File: src/rtl/ring_buffer_scheduler_if.sv
// Bundle of requester, completion, ring-buffer and commit signals of the ring buffer scheduler.
// The scheduler takes the slave view; its environment (requesters, ring buffer, committer) the master.
interface ring_buffer_scheduler_if #(
  parameter int unsigned NUM_ENTRIES    = 4,
  parameter int unsigned ENTRY_BITWIDTH = 16
);
  localparam int unsigned IDX_W = (NUM_ENTRIES > 1) ? $clog2(NUM_ENTRIES) : 1;

  logic                      req0_call;
  logic                      req1_call;
  logic [ENTRY_BITWIDTH-1:0] req0_value;
  logic [ENTRY_BITWIDTH-1:0] req1_value;
  logic                      req0_rdy;
  logic                      req1_rdy;
  logic [IDX_W-1:0]          req0_index;
  logic [IDX_W-1:0]          req1_index;

  logic                      complete_call;
  logic [IDX_W-1:0]          complete_index;
  logic [ENTRY_BITWIDTH-1:0] complete_value;

  logic                      rb_alloc_call;
  logic [ENTRY_BITWIDTH-1:0] rb_alloc_value;
  logic                      rb_alloc_rdy;
  logic [IDX_W-1:0]          rb_alloc_index;
  logic                      rb_update_call;
  logic [IDX_W-1:0]          rb_update_index;
  logic [ENTRY_BITWIDTH-1:0] rb_update_value;
  logic                      rb_remove_call;
  logic                      rb_remove_rdy;
  logic                      rb_peek_call;
  logic                      rb_peek_rdy;
  logic [ENTRY_BITWIDTH-1:0] rb_peek_value;

  logic                      commit_valid;
  logic [ENTRY_BITWIDTH-1:0] commit_value;
  logic                      commit_rdy;
  logic [7:0]                commit_count;

  modport slave (
    input  req0_call, req1_call, req0_value, req1_value,
    input  complete_call, complete_index, complete_value,
    input  rb_alloc_rdy, rb_alloc_index, rb_remove_rdy, rb_peek_rdy, rb_peek_value,
    input  commit_rdy,
    output req0_rdy, req1_rdy, req0_index, req1_index,
    output rb_alloc_call, rb_alloc_value, rb_update_call, rb_update_index, rb_update_value,
    output rb_remove_call, rb_peek_call,
    output commit_valid, commit_value, commit_count
  );

  modport master (
    output req0_call, req1_call, req0_value, req1_value,
    output complete_call, complete_index, complete_value,
    output rb_alloc_rdy, rb_alloc_index, rb_remove_rdy, rb_peek_rdy, rb_peek_value,
    output commit_rdy,
    input  req0_rdy, req1_rdy, req0_index, req1_index,
    input  rb_alloc_call, rb_alloc_value, rb_update_call, rb_update_index, rb_update_value,
    input  rb_remove_call, rb_peek_call,
    input  commit_valid, commit_value, commit_count
  );
endinterface

File: src/rtl/ring_buffer_scheduler.sv
// Round-robin allocator for two requesters into a ring buffer, with out-of-order completion
// tracking and in-order commit from the ring buffer head.
module ring_buffer_scheduler #(
  parameter int unsigned NUM_ENTRIES    = 4,
  parameter int unsigned ENTRY_BITWIDTH = 16
) (
  input logic                          clk,
  input logic                          reset,
  ring_buffer_scheduler_if.slave       bus
);
  localparam int unsigned IDX_W = (NUM_ENTRIES > 1) ? $clog2(NUM_ENTRIES) : 1;

  logic                   prio_q, prio_d;
  logic [IDX_W-1:0]       head_q, head_d;
  logic [NUM_ENTRIES-1:0] done_q, done_d;
  logic [7:0]             count_q, count_d;

  logic                      req0_rdy, req1_rdy, grant0, grant1;
  logic                      head_done, commit_valid, fire;
  logic [ENTRY_BITWIDTH-1:0] alloc_value, commit_value;

  // The ring buffer only removes when it is non-empty, so its remove_rdy adds no information.
  logic unused_remove_rdy;
  assign unused_remove_rdy = bus.rb_remove_rdy;

  always_comb begin
    req0_rdy     = bus.rb_alloc_rdy & (~prio_q | ~bus.req1_call);
    req1_rdy     = bus.rb_alloc_rdy & (prio_q | ~bus.req0_call);
    grant0       = bus.req0_call & req0_rdy;
    grant1       = bus.req1_call & req1_rdy;
    alloc_value  = '0;
    if (grant0) begin
      alloc_value = bus.req0_value;
    end else if (grant1) begin
      alloc_value = bus.req1_value;
    end
    head_done    = done_q[head_q];
    commit_valid = bus.rb_peek_rdy & head_done;
    commit_value = commit_valid ? bus.rb_peek_value : '0;
    fire         = commit_valid & bus.commit_rdy;
  end

  always_comb begin
    prio_d  = prio_q;
    head_d  = head_q;
    done_d  = done_q;
    count_d = count_q;
    if (grant0) begin
      prio_d = 1'b1;
    end else if (grant1) begin
      prio_d = 1'b0;
    end
    if (bus.complete_call) begin
      done_d[bus.complete_index] = 1'b1;
    end
    // Retire and allocation clears are applied last so they override a same-slot completion.
    if (fire) begin
      done_d[head_q] = 1'b0;
      head_d         = head_q + 1'b1;
      count_d        = count_q + 8'd1;
    end
    if (grant0 | grant1) begin
      done_d[bus.rb_alloc_index] = 1'b0;
    end
  end

  always_ff @(posedge clk) begin
    if (reset) begin
      prio_q  <= 1'b0;
      head_q  <= '0;
      done_q  <= '0;
      count_q <= 8'd0;
    end else begin
      prio_q  <= prio_d;
      head_q  <= head_d;
      done_q  <= done_d;
      count_q <= count_d;
    end
  end

  assign bus.req0_rdy        = req0_rdy;
  assign bus.req1_rdy        = req1_rdy;
  assign bus.req0_index      = bus.rb_alloc_index;
  assign bus.req1_index      = bus.rb_alloc_index;
  assign bus.rb_alloc_call   = grant0 | grant1;
  assign bus.rb_alloc_value  = alloc_value;
  assign bus.rb_update_call  = bus.complete_call;
  assign bus.rb_update_index = bus.complete_index;
  assign bus.rb_update_value = bus.complete_value;
  assign bus.rb_peek_call    = head_done;
  assign bus.rb_remove_call  = fire;
  assign bus.commit_valid    = commit_valid;
  assign bus.commit_value    = commit_value;
  assign bus.commit_count    = count_q;

endmodule

File: src/flat_wrapper.sv
// flat-port wrapper written by rule: the top's interface ports become plain ports
module ring_buffer_scheduler_flat 
#(
  parameter int unsigned NUM_ENTRIES    = 4,
  parameter int unsigned ENTRY_BITWIDTH = 16
)
  (clk, reset, bus_req0_call, bus_req1_call, bus_req0_value, bus_req1_value, bus_complete_call, bus_complete_index, bus_complete_value, bus_rb_alloc_rdy, bus_rb_alloc_index, bus_rb_remove_rdy, bus_rb_peek_rdy, bus_rb_peek_value, bus_commit_rdy, bus_req0_rdy, bus_req1_rdy, bus_req0_index, bus_req1_index, bus_rb_alloc_call, bus_rb_alloc_value, bus_rb_update_call, bus_rb_update_index, bus_rb_update_value, bus_rb_remove_call, bus_rb_peek_call, bus_commit_valid, bus_commit_value, bus_commit_count);
  ring_buffer_scheduler_if #(.NUM_ENTRIES(NUM_ENTRIES), .ENTRY_BITWIDTH(ENTRY_BITWIDTH)) bus_i ();
  input logic clk;
  input logic reset;
  input wire logic [$bits(bus_i.req0_call)-1:0] bus_req0_call;
  input wire logic [$bits(bus_i.req1_call)-1:0] bus_req1_call;
  input wire logic [$bits(bus_i.req0_value)-1:0] bus_req0_value;
  input wire logic [$bits(bus_i.req1_value)-1:0] bus_req1_value;
  input wire logic [$bits(bus_i.complete_call)-1:0] bus_complete_call;
  input wire logic [$bits(bus_i.complete_index)-1:0] bus_complete_index;
  input wire logic [$bits(bus_i.complete_value)-1:0] bus_complete_value;
  input wire logic [$bits(bus_i.rb_alloc_rdy)-1:0] bus_rb_alloc_rdy;
  input wire logic [$bits(bus_i.rb_alloc_index)-1:0] bus_rb_alloc_index;
  input wire logic [$bits(bus_i.rb_remove_rdy)-1:0] bus_rb_remove_rdy;
  input wire logic [$bits(bus_i.rb_peek_rdy)-1:0] bus_rb_peek_rdy;
  input wire logic [$bits(bus_i.rb_peek_value)-1:0] bus_rb_peek_value;
  input wire logic [$bits(bus_i.commit_rdy)-1:0] bus_commit_rdy;
  output wire logic [$bits(bus_i.req0_rdy)-1:0] bus_req0_rdy;
  output wire logic [$bits(bus_i.req1_rdy)-1:0] bus_req1_rdy;
  output wire logic [$bits(bus_i.req0_index)-1:0] bus_req0_index;
  output wire logic [$bits(bus_i.req1_index)-1:0] bus_req1_index;
  output wire logic [$bits(bus_i.rb_alloc_call)-1:0] bus_rb_alloc_call;
  output wire logic [$bits(bus_i.rb_alloc_value)-1:0] bus_rb_alloc_value;
  output wire logic [$bits(bus_i.rb_update_call)-1:0] bus_rb_update_call;
  output wire logic [$bits(bus_i.rb_update_index)-1:0] bus_rb_update_index;
  output wire logic [$bits(bus_i.rb_update_value)-1:0] bus_rb_update_value;
  output wire logic [$bits(bus_i.rb_remove_call)-1:0] bus_rb_remove_call;
  output wire logic [$bits(bus_i.rb_peek_call)-1:0] bus_rb_peek_call;
  output wire logic [$bits(bus_i.commit_valid)-1:0] bus_commit_valid;
  output wire logic [$bits(bus_i.commit_value)-1:0] bus_commit_value;
  output wire logic [$bits(bus_i.commit_count)-1:0] bus_commit_count;
  assign bus_i.req0_call = bus_req0_call;
  assign bus_i.req1_call = bus_req1_call;
  assign bus_i.req0_value = bus_req0_value;
  assign bus_i.req1_value = bus_req1_value;
  assign bus_i.complete_call = bus_complete_call;
  assign bus_i.complete_index = bus_complete_index;
  assign bus_i.complete_value = bus_complete_value;
  assign bus_i.rb_alloc_rdy = bus_rb_alloc_rdy;
  assign bus_i.rb_alloc_index = bus_rb_alloc_index;
  assign bus_i.rb_remove_rdy = bus_rb_remove_rdy;
  assign bus_i.rb_peek_rdy = bus_rb_peek_rdy;
  assign bus_i.rb_peek_value = bus_rb_peek_value;
  assign bus_i.commit_rdy = bus_commit_rdy;
  assign bus_req0_rdy = bus_i.req0_rdy;
  assign bus_req1_rdy = bus_i.req1_rdy;
  assign bus_req0_index = bus_i.req0_index;
  assign bus_req1_index = bus_i.req1_index;
  assign bus_rb_alloc_call = bus_i.rb_alloc_call;
  assign bus_rb_alloc_value = bus_i.rb_alloc_value;
  assign bus_rb_update_call = bus_i.rb_update_call;
  assign bus_rb_update_index = bus_i.rb_update_index;
  assign bus_rb_update_value = bus_i.rb_update_value;
  assign bus_rb_remove_call = bus_i.rb_remove_call;
  assign bus_rb_peek_call = bus_i.rb_peek_call;
  assign bus_commit_valid = bus_i.commit_valid;
  assign bus_commit_value = bus_i.commit_value;
  assign bus_commit_count = bus_i.commit_count;
  ring_buffer_scheduler #(.NUM_ENTRIES(NUM_ENTRIES), .ENTRY_BITWIDTH(ENTRY_BITWIDTH)) u_core (.clk(clk), .reset(reset), .bus(bus_i));
endmodule
File: config.mk
export PLATFORM = sky130hd
export DESIGN_NAME = ring_buffer_scheduler_flat
export DESIGN_NICKNAME = d
export VERILOG_FILES = /design/src/rtl/ring_buffer_scheduler_if.sv /design/src/rtl/ring_buffer_scheduler.sv /design/src/flat_wrapper.sv
export SDC_FILE = /design/constraint.sdc
export NUM_CORES = 1
export LEC_CHECK = 0
export CAP_MARGIN = 20
export CELL_PAD_IN_SITES_DETAIL_PLACEMENT = 1
export CELL_PAD_IN_SITES_GLOBAL_PLACEMENT = 1
export CORE_MARGIN = 1
export CORE_UTILIZATION = 17
export CTS_BUF_LIST = sky130_fd_sc_hd__clkbuf_16
export DETAILED_ROUTE_END_ITERATION = 7
export PLACE_DENSITY_LB_ADDON = 0.1
export SYNTH_ARGS = -nofsm -noshare
export SYNTH_HDL_FRONTEND = slang
export SYNTH_SLANG_ARGS = --single-unit
File: constraint.sdc
create_clock -name clk -period 1.95 [get_ports clk]
set_input_delay 0.195 -clock clk [delete_from_list [all_inputs] [get_ports clk]]
set_output_delay 0.195 -clock clk [all_outputs]
set_load 0.01 [all_outputs]
==> impl_metrics.json <==
{
  "first_global_vias": 1490,
  "diodes": 0,
  "period_share": 0.951,
  "numCtsBuffers": 3,
  "syn_inst": 154,
  "grtUsageTotal": 0.115,
  "ys.flop_type": "dfxtp_1",
  "portBuffers": 112,
  "slew_headroom": 0.784,
  "synth_cell_types": 33,
  "yosys_register_bits": 15,
  "cts_root_buf": "clkbuf_16",
  "nets": 341,
  "gp_congestion": 0.654,
  "p_leak_uw": 0.00116,
  "r2r_end": "u_core.bus.commit_count[4]$_SDFFE_PP0N_",
  "finalClockSkew_ns": 0.00117,
  "final_max_slew_viol_count": 0,
  "n_fill_cell": 874,
  "fin_ws_ns": 0.0955,
  "cts.sinks": 15,
  "boundaryPins": 146,
  "worst_setup_path_start_kind": "register",
  "viasPerCell": 4.25,
  "reg2reg_from": "u_core.head_q[0]$_SDFFE_PP0N_",
  "hold_depth": 0,
  "worstSetupPathType": "register to primary output",
  "ys_async_sr_fraction": 0,
  "path_clk_slew_ns": 0.05,
  "die_h_microns": 89.4,
  "synthSimpleGateAreaFrac": 0.221,
  "drc": 0,
  "ant_nets": 0,
  "status": "finished clean",
  "ir_drop_uv": 171,
  "synth-seq-area-share": 0.231,
  "drive_gt1_frac": 0.202,
  "synth_top_area_cell": "dfxtp_1",
  "finalHoldViolations": 0,
  "post-place-ws_ns": -0.276,
  "synth_top_family_by_area": "compound AO/OA/AOI/OAI gates",
  "syn_area_per_cell_sq_um": 8.43,
  "antenna_found_initial": 0,
  "overflow": 0,
  "min_to": "bus_rb_update_value[9]",
  "synthTopCellsByArea": "dfxtp_1 23%, buf_4 13%, a22o_1 11%",
  "worstSkewPairLatency_ns": 0.25,
  "netlist_top_cells_count": "23 x buf_4, 16 x a22o_1, 16 x and3_2",
  "grt_max_degree": 19,
  "yosysMostFrequentCell": "buf_4",
  "synth_edf_count": 0,
  "drt_wl_total_mm": 4.64,
  "synth_top_area_frac": 0.231,
  "synth_nets": 236,
  "h-tree-depth": 1,
  "required_ns": 1.75,
  "worst_ep_arrival_time_ns": 1.66,
  "rsz0062_at_grt": "false",
  "reg2reg_slack_ns": 0.27,
  "cts_buffer_depth": 2,
  "initial_utilization": 0.177,
  "die_w_microns": 89.4,
  "synthAdderAreaFrac": 0.0482,
  "synthMuxAreaShare": 0.0646,
  "setup-violations-final": 0,
  "area_delta_synth_final_pct": 95.9,
  "holdBufCountCts": 0,
  "fp-row-count": 31,
  "drv_cap": 0,
  "worst_pin_slew_ns": 0.316,
  "synthesis.area_sq_mm": 0.00130,
  "grt_pass1_wl_mm": 6.98,
  "r2r_cells": 7,
  "synth_xor_area_frac": 0.0135,
  "worstPathMaxFanout": 18,
  "first_iter_violations": 22,
  "min-delay-start": "bus_complete_value[9]",
  "vias": 1516,
  "p_per_area_mw_per_mm2": 415,
  "synth-warning-count": 0,
  "first_pass_iters": 4,
  "hold_slack_ns": 0.390,
  "timing.fmax_mhz": 539,
  "synth-compound-area-share": 0.224,
  "wl_per_cell_microns": 13.0,
  "post-route-min-period_ns": 1.85,
  "end_kind": "primary output",
  "dieArea_sq_mm": 0.00799,
  "hold_class": "primary input to primary output",
  "hpwlAfterDp_mm": 3.84,
  "cts_tree": "built",
  "coreArea_sq_mm": 0.00733
}
-- timing repair --
| action | CTS | global route |
|---|---|---|
| setup buffers | 3 | 0 |
| setup endpoints to repair | 33 | 1 |
| gates resized for setup | 41 | 1 |
| pin swaps | 1 | 0 |
-- layout by cell type, fill, tap and decap left out, drive strengths merged, types with 2 or more instances in the layout --
cell | synthesis | routed
clkdlybuf4s50 | 0 | 78
dlygate4sd2 | 0 | 34
buf | 29 | 20
and3 | 17 | 17
a22o | 16 | 16
dfxtp | 15 | 15
nor2 | 13 | 13
inv | 8 | 9
mux2i | 5 | 5
ha | 5 | 5
a31oi | 4 | 4
nand3 | 3 | 3
nor2b | 3 | 3
mux2 | 3 | 3
a31o | 3 | 3
nand4 | 3 | 3
a21oi | 3 | 3
a2111oi | 3 | 3
clkbuf | 3 | 3
and2 | 3 | 3
a21boi | 2 | 2
xnor2 | 2 | 2
nand2 | 2 | 2
nor3 | 2 | 2
-- critical path: stages (launching register included) --
cell,delay [ns]
dfxtp_2,0.35
mux2i_1,0.25
mux2i_1,0.11
buf_4,0.19
and3_2,0.22
dlygate4sd2_1,0.29
-- sequential cells by signal (all words and copies together) (netlist names) --
| name | flops |
|---|---|
| u_core.bus.commit_count | 8 |
| u_core.head_q | 2 |
| u_core.done_q | 4 |
| u_core.prio_q | 1 |
-- stage by stage --
step	cells	total power, uW	utilization	TNS, ns	instance area, sq um
floorplan	154	471	-	0	1300
global placement	350	677	0.337	-3.58	2470
detailed placement	350	676	0.337	-4.15	2470
CTS	357	1080	0.347	0	2540
global route	357	1110	0.347	0	2540
finish	357	1050	0.347	0	2540
-- layer usage --
metal  GRT usage  wire length [microns]  vias to the layer above
met5           0                      0                        -
met4      0.0505                     61                        0
met3      0.0471                    544                        9
met2       0.194                   2260                       90
met1       0.127                   1780                      673
li1            -                      -                      744
-- layout make-up --
type | instances | area [sq um] | area share
timing repair buffer | 132 | 1250 | 0.493
multi-input combinational | 99 | 753 | 0.296
sequential | 15 | 302 | 0.119
tap | 99 | 124 | 0.0487
clock buffer | 3 | 75.1 | 0.0295
inverter | 8 | 30.0 | 0.0118
clock inverter | 1 | 3.75 | 0.00148
-- power by group --
part           switching, uW  total [uW]  internal, uW
sequential              5.28         319           314
clock                    128         400           272
combinational            117         335           218
total                    251        1050           804
-- how the worst max path moves through the flow --
stage | startpoint | end | cells after the start
2_1_floorplan | u_core.head_q[0]$_SDFFE_PP0N_ | bus_commit_value[0] | 4
3_3_place_gp | bus_rb_alloc_rdy | bus_rb_alloc_value[1] | 6
6_report | u_core.head_q[0]$_SDFFE_PP0N_ | bus_commit_value[8] | 5
3_5_place_dp | bus_rb_alloc_rdy | bus_rb_alloc_value[8] | 6
4_1_cts | bus_req1_call | bus_rb_alloc_call | 5
5_1_grt | u_core.head_q[0]$_SDFFE_PP0N_ | bus_commit_value[8] | 5
-- cells by family after synthesis --
logic type | count (synthesis)
compound gates | 35
xor+xnor | 2
fa+ha+maj | 5
buf+inv | 40
flops | 15
mux | 8
simple gates | 49
Power figures use the tool's default switching activity.
